`config.mk`:
```
export PLATFORM = sky130hd
export DESIGN_NAME = stream_read_arbiter_flat
export DESIGN_NICKNAME = d
export VERILOG_FILES = /design/src/rtl/stream_read_arbiter_if.sv /design/src/rtl/stream_read_arbiter.sv /design/src/flat_wrapper.sv
export SDC_FILE = /design/constraint.sdc
export NUM_CORES = 2
export LEC_CHECK = 0
export CAP_MARGIN = 10
export CORE_ASPECT_RATIO = 1.2
export CORE_MARGIN = 2
export CORE_UTILIZATION = 35
export CTS_BUF_LIST = sky130_fd_sc_hd__clkbuf_8
export CTS_CLUSTER_DIAMETER = 40
export DETAILED_ROUTE_END_ITERATION = 7
export PLACE_DENSITY_LB_ADDON = 0.15
export RECOVER_POWER = 50
export SYNTH_ARGS = -nofsm -noshare
export SYNTH_HDL_FRONTEND = slang
export SYNTH_SLANG_ARGS = --single-unit
```
`constraint.sdc`:
```
create_clock -name clk -period 6.9 [get_ports clk]
set_clock_uncertainty 0.1 [all_clocks]
set_input_delay 2.07 -clock clk [delete_from_list [all_inputs] [get_ports clk]]
set_output_delay 2.07 -clock clk [all_outputs]
set_load 0.01 [all_outputs]
```
`src/rtl/stream_read_arbiter_if.sv`:
```
// Request/response and BRAM read-port signals of the stream read arbiter.
// The slave modport is the arbiter; the master modport drives requesters and the BRAM.
interface stream_read_arbiter_if #(
    parameter int unsigned NUM_REQ = 9,
    parameter int unsigned ADDR_W  = 32,
    parameter int unsigned DATA_W  = 128
);
    logic [NUM_REQ-1:0]        req;
    logic [NUM_REQ*ADDR_W-1:0] addr;
    logic [NUM_REQ-1:0]        gnt;
    logic [NUM_REQ-1:0]        rvalid;
    logic [NUM_REQ-1:0]        rready;
    logic [DATA_W-1:0]         rdata;
    logic                      rd_start;
    logic [ADDR_W-1:0]         rd_addr;
    logic [DATA_W-1:0]         rd_data;
    logic                      rd_done;
    logic                      busy;
    logic                      timeout_err;

    modport master (
        output req, addr, rready, rd_data, rd_done,
        input  gnt, rvalid, rdata, rd_start, rd_addr, busy, timeout_err
    );

    modport slave (
        input  req, addr, rready, rd_data, rd_done,
        output gnt, rvalid, rdata, rd_start, rd_addr, busy, timeout_err
    );
endinterface

```
`src/rtl/stream_read_arbiter.sv`:
```
// Round-robin arbiter sharing one BRAM read port among NUM_REQ requesters,
// with a single outstanding read and a per-read completion timeout.
module stream_read_arbiter #(
    parameter int unsigned NUM_REQ = 9,
    parameter int unsigned ADDR_W  = 32,
    parameter int unsigned DATA_W  = 128,
    parameter int unsigned TIMEOUT = 255
) (
    input logic                  clk,
    input logic                  rst,
    stream_read_arbiter_if.slave bus
);
    localparam int unsigned IDX_W = (NUM_REQ > 1) ? $clog2(NUM_REQ) : 1;
    localparam int unsigned CNT_W = (TIMEOUT > 0) ? $clog2(TIMEOUT + 1) : 1;
    localparam logic [CNT_W-1:0] CNT_MAX = CNT_W'(TIMEOUT);
    localparam logic [IDX_W-1:0] IDX_LAST = IDX_W'(NUM_REQ - 1);

    typedef enum logic [1:0] {StIdle, StIssue, StWait, StResp} state_e;

    state_e              r_state;
    state_e              w_state_nxt;
    logic [IDX_W-1:0]    r_idx;
    logic [IDX_W-1:0]    r_ptr;
    logic [CNT_W-1:0]    r_cnt;
    logic [ADDR_W-1:0]   r_rd_addr;
    logic [DATA_W-1:0]   r_rdata;
    logic                r_timeout_err;

    logic                w_win_vld;
    logic [IDX_W-1:0]    w_win_idx;
    logic [ADDR_W-1:0]   w_win_addr;
    logic [NUM_REQ-1:0]  w_gnt;
    logic [NUM_REQ-1:0]  w_rvalid;
    logic                w_rd_start;
    logic                w_done;
    logic                w_expire;
    logic                w_accept;

    // Search upward from r_ptr, wrapping at NUM_REQ; first requester found wins.
    always_comb begin
        int unsigned      w_cand;
        logic [IDX_W-1:0] w_cand_idx;
        w_win_vld  = 1'b0;
        w_win_idx  = '0;
        w_win_addr = '0;
        w_cand     = 0;
        w_cand_idx = '0;
        for (int unsigned off = 0; off < NUM_REQ; off++) begin
            w_cand = 32'(r_ptr) + off;
            if (w_cand >= NUM_REQ) begin
                w_cand = w_cand - NUM_REQ;
            end
            w_cand_idx = IDX_W'(w_cand);
            if (!w_win_vld && bus.req[w_cand_idx]) begin
                w_win_vld  = 1'b1;
                w_win_idx  = w_cand_idx;
                w_win_addr = bus.addr[w_cand*ADDR_W +: ADDR_W];
            end
        end
    end

    always_ff @(posedge clk or negedge rst) begin
        if (!rst) begin
            r_state <= StIdle;
        end else begin
            r_state <= w_state_nxt;
        end
    end

    always_comb begin
        w_state_nxt = r_state;
        w_gnt       = '0;
        w_rvalid    = '0;
        w_rd_start  = 1'b0;
        w_done      = 1'b0;
        w_expire    = 1'b0;
        w_accept    = 1'b0;
        unique case (r_state)
            StIdle: begin
                if (w_win_vld) begin
                    w_state_nxt = StIssue;
                end
            end
            StIssue: begin
                w_gnt[r_idx] = 1'b1;
                w_rd_start   = 1'b1;
                w_state_nxt  = StWait;
            end
            StWait: begin
                // A completion arriving on the last allowed cycle still counts.
                if (bus.rd_done) begin
                    w_done      = 1'b1;
                    w_state_nxt = StResp;
                end else if (r_cnt == CNT_MAX) begin
                    w_expire    = 1'b1;
                    w_state_nxt = StResp;
                end
            end
            StResp: begin
                w_rvalid[r_idx] = 1'b1;
                if (bus.rready[r_idx]) begin
                    w_accept    = 1'b1;
                    w_state_nxt = StIdle;
                end
            end
            default: w_state_nxt = StIdle;
        endcase
    end

    always_ff @(posedge clk or negedge rst) begin
        if (!rst) begin
            r_idx         <= '0;
            r_ptr         <= '0;
            r_cnt         <= '0;
            r_rd_addr     <= '0;
            r_rdata       <= '0;
            r_timeout_err <= 1'b0;
        end else begin
            if (r_state == StIdle && w_win_vld) begin
                r_idx     <= w_win_idx;
                r_rd_addr <= w_win_addr;
            end
            if (r_state == StIssue) begin
                r_cnt <= '0;
            end else if (r_state == StWait && !w_done && !w_expire) begin
                r_cnt <= r_cnt + 1'b1;
            end
            if (w_done) begin
                r_rdata <= bus.rd_data;
            end else if (w_expire) begin
                r_rdata <= '0;
            end
            if (w_expire) begin
                r_timeout_err <= 1'b1;
            end
            if (w_accept) begin
                r_ptr <= (r_idx == IDX_LAST) ? '0 : r_idx + 1'b1;
            end
        end
    end

    assign bus.gnt         = w_gnt;
    assign bus.rvalid      = w_rvalid;
    assign bus.rd_start    = w_rd_start;
    assign bus.rd_addr     = r_rd_addr;
    assign bus.rdata       = r_rdata;
    assign bus.busy        = (r_state != StIdle);
    assign bus.timeout_err = r_timeout_err;
endmodule

```
`src/flat_wrapper.sv`:
```
// flat-port wrapper written by rule: the top's interface ports become plain ports
module stream_read_arbiter_flat 
#(
    parameter int unsigned NUM_REQ = 9,
    parameter int unsigned ADDR_W  = 32,
    parameter int unsigned DATA_W  = 128,
    parameter int unsigned TIMEOUT = 255
)
  (clk, rst, bus_req, bus_addr, bus_rready, bus_rd_data, bus_rd_done, bus_gnt, bus_rvalid, bus_rdata, bus_rd_start, bus_rd_addr, bus_busy, bus_timeout_err);
  stream_read_arbiter_if #(.NUM_REQ(NUM_REQ), .ADDR_W(ADDR_W), .DATA_W(DATA_W)) bus_i ();
  input logic clk;
  input logic rst;
  input wire logic [$bits(bus_i.req)-1:0] bus_req;
  input wire logic [$bits(bus_i.addr)-1:0] bus_addr;
  input wire logic [$bits(bus_i.rready)-1:0] bus_rready;
  input wire logic [$bits(bus_i.rd_data)-1:0] bus_rd_data;
  input wire logic [$bits(bus_i.rd_done)-1:0] bus_rd_done;
  output wire logic [$bits(bus_i.gnt)-1:0] bus_gnt;
  output wire logic [$bits(bus_i.rvalid)-1:0] bus_rvalid;
  output wire logic [$bits(bus_i.rdata)-1:0] bus_rdata;
  output wire logic [$bits(bus_i.rd_start)-1:0] bus_rd_start;
  output wire logic [$bits(bus_i.rd_addr)-1:0] bus_rd_addr;
  output wire logic [$bits(bus_i.busy)-1:0] bus_busy;
  output wire logic [$bits(bus_i.timeout_err)-1:0] bus_timeout_err;
  assign bus_i.req = bus_req;
  assign bus_i.addr = bus_addr;
  assign bus_i.rready = bus_rready;
  assign bus_i.rd_data = bus_rd_data;
  assign bus_i.rd_done = bus_rd_done;
  assign bus_gnt = bus_i.gnt;
  assign bus_rvalid = bus_i.rvalid;
  assign bus_rdata = bus_i.rdata;
  assign bus_rd_start = bus_i.rd_start;
  assign bus_rd_addr = bus_i.rd_addr;
  assign bus_busy = bus_i.busy;
  assign bus_timeout_err = bus_i.timeout_err;
  stream_read_arbiter #(.NUM_REQ(NUM_REQ), .ADDR_W(ADDR_W), .DATA_W(DATA_W), .TIMEOUT(TIMEOUT)) u_core (.clk(clk), .rst(rst), .bus(bus_i));
endmodule
```
==> reports/qor.csv <==
metric,value,unit
status,finished with violations,
violations,"design-rule violations, max-capacitance violations, max-slew violations",
cts_tree,yes,
synth-main-ff-cell,dfrtp_1,
detail-route-antenna-nets,0,
clkTransAtPathRegs,0.14,ns
yosys-mux-area-fraction,23.4,%
crit_chain,ha_1 -> buf_4 -> a21bo_2 -> nand2_1 -> o21ai_0 -> ha_1 -> inv_1 -> a21oi_1 -> nand3_4 -> mux2i_1 -> a2bb2oi_1 -> nand3_2 -> nor2_8 -> nand2_4 -> or4_1 -> a311o_1 -> a221oi_2,
slowest_stage,ha_1,
cts-root-buf,clkbuf_8,
cts_setup_buffers,0,
cts.repair.resized,0,
place_inst,6569,
ys_types,107,
fin_crit,6.69,ns
path_class,reg -> reg,
synthesis.area,0.0380,mm2
grt_max_degree,129,
finalSetupViolCount,0,
rr_worst_depth,17,
grt_usage,43.4,%
port_buffers,617,
cts_sinks,179,
hold_path_end,u_core.bus.rdata[32],
most-common-layout-cells,"872 x nand2_1, 614 x clkdlybuf4s50_1, 323 x a21oi_1",
slew_headroom,-89.3,%
crit_path_end_kind,flip-flop,
reg2reg_from,u_core.r_ptr[2],
wl_met2,108,mm
path_common_cell,ha_1,
wl,252,mm
drc,8,
start_util,35.2,%
place_hpwl,173,mm
tns,0,ns
ioPinCount,618,
num_vias,49400,
placed_area,0.0452,mm2
h-tree-depth,4,
first_iter_violations,7911,
tightest_slew,2.84,ns
ys_ff_latch,179,
arrival,7.12,ns
avgSynthCellArea,7.49,um2
met1Wirelength,88.4,mm
hold_class,reg -> reg,
fmax,0.150,GHz
rsz0062_at_grt,false,
postCtsHoldBufs,0,
via_per_inst,7.45,
wl_per_cell,38.1,um
drt_pre_antenna_iters,8,
critPathMaxStageDelay,0.80,ns
die-width,305,um
crit_fanout,38,
first_global_vias,45500,
numCtsBuffers,17,
grt_overflow,0,
preCtsSetupSlack,0.241,ns
fin_crit_sh,96.9,%
synthArstFlopShare,100,%
cp-start-kind,flip-flop,
r2r_end,u_core.bus.rd_addr[6],
crit_required,7.33,ns
fin_cells,6625,
whs_path_depth,1,
num-nets-final,5659,
synth-edff-count,0,
final_area,0.0457,mm2
die-area,0.111,mm2
synth_fa_ha_area_share,1.28,%
synth_nets,5547,
top_layer,met5,
antenna_found_initial,33,
yosysSeqAreaShare,11.8,%
worstSkewPairLatency,0.60,ns
clockBufferDepth,2,
synthSimpleGateAreaFrac,20.8,%
max-cap-violations,4,
syn_to_final_growth,20.2,%
ff2ff_setup_slack,0.21,ns
synth_top_family_by_area,compound AO/OA/AOI/OAI gates,
maxSlewViolCount,368,
gp_congestion,1.03,
layout_commonest_cell,nand2_1,
coreArea,0.108,mm2
drive_above_1_share,13.7,%
num_rows,132,
finalHoldViolCount,0,
yosysWarnings,0,
syn-instance-count,5071,
setup_slack,0.214,ns
die_y,365,um
synth_xor_area_share,0.935,%
grt_pass1_wl,350,mm
synth_compound_area_share,33.6,%
hp-start,u_core.bus.rdata[32],
met3WireLength,33.1,mm
metal layers:
layer,vias up,global-route usage (%)
met5,-,0.388
met4,26,32.9
met3,1141,14.6
met2,4343,65.2
met1,23900,51.3
li1,20000,-
state kept, by name (all words and copies together) (netlist names):
signal / flops
u_core.bus.rd_addr: 32
u_core.bus.rdata: 128
u_core.bus.timeout_err: 1
u_core.r_cnt: 8
u_core.r_idx: 4
u_core.r_ptr: 4
u_core.r_state: 2
logic make-up after synthesis:
kind of cell             count (synthesis)
XOR/XNOR                                35
AND/OR/NAND/NOR                       1739
flip-flops                             179
multiplexers                           517
buffers and inverters                  776
AO/OA/AOI/OAI                         1786
adder cells (fa/ha/maj)                 39
cell type report:
| type | instances | area, um2 |
|---|---|---|
| Antenna cell | 22 | 55.1 |
| Multi-Input combinational cell | 4116 | 30800 |
| Tap cell | 1407 | 1760 |
| Clock inverter | 15 | 213 |
| Inverter | 37 | 140 |
| Fill cell | 11000 | 62200 |
| Sequential cell | 179 | 4480 |
| Timing Repair Buffer | 832 | 7990 |
| Clock buffer | 17 | 234 |
critical path, delay by kind of cell (launching register included):
family,cells,cell delay [ns]
adders and majority gates,2,1.20
muxes,1,0.66
buffers and inverters,2,0.52
AOI/OAI and AO/OA,6,1.62
and+or+nand+nor,6,2.05
DFF,1,0.43
worst max path at each step:
stage / startpoint / endpoint / slack [ns] / depth (start not counted)
5_1_grt: u_core.r_ptr[2] / u_core.bus.rd_addr[6] / 0.10 / 17
4_1_cts: u_core.r_ptr[2] / u_core.bus.rd_addr[6] / 0.41 / 17
6_report: u_core.r_ptr[2] / u_core.bus.rd_addr[6] / 0.21 / 17
3_5_place_dp: bus_req[6] / u_core.bus.rd_addr[11] / 0.24 / 12
3_3_place_gp: bus_req[6] / u_core.bus.rd_addr[6] / 0.21 / 12
2_1_floorplan: u_core.r_ptr[0] / u_core.bus.rd_addr[16] / 0.29 / 29
Yosys cell counts, types with 93 or more instances:
cell,number,area (um2)
nor2_1,248,931
clkbuf_1,541,2030
a22o_1,148,1300
dfrtp_1,179,4480
o21ai_0,271,1360
a21oi_1,324,1620
o22ai_1,103,644
nand3_1,181,906
mux2i_1,172,1720
a31oi_1,93,582
and3_1,106,663
mux4_2,291,6550
buf_2,94,470
nand2_1,876,3290
through the flow:
stage	hold slack, ns	util [%]
5_1_grt	0.422	42.3
4_1_cts	0.413	42.3
2_1_floorplan	0.405	-
3_5_place_dp	0.381	41.9
6_report	0.407	42.3
3_3_place_gp	0.352	41.8
Power is left out: the tool's default activity adds up to more than one toggle a clock period on the data nets, which glitch-free logic cannot reach.
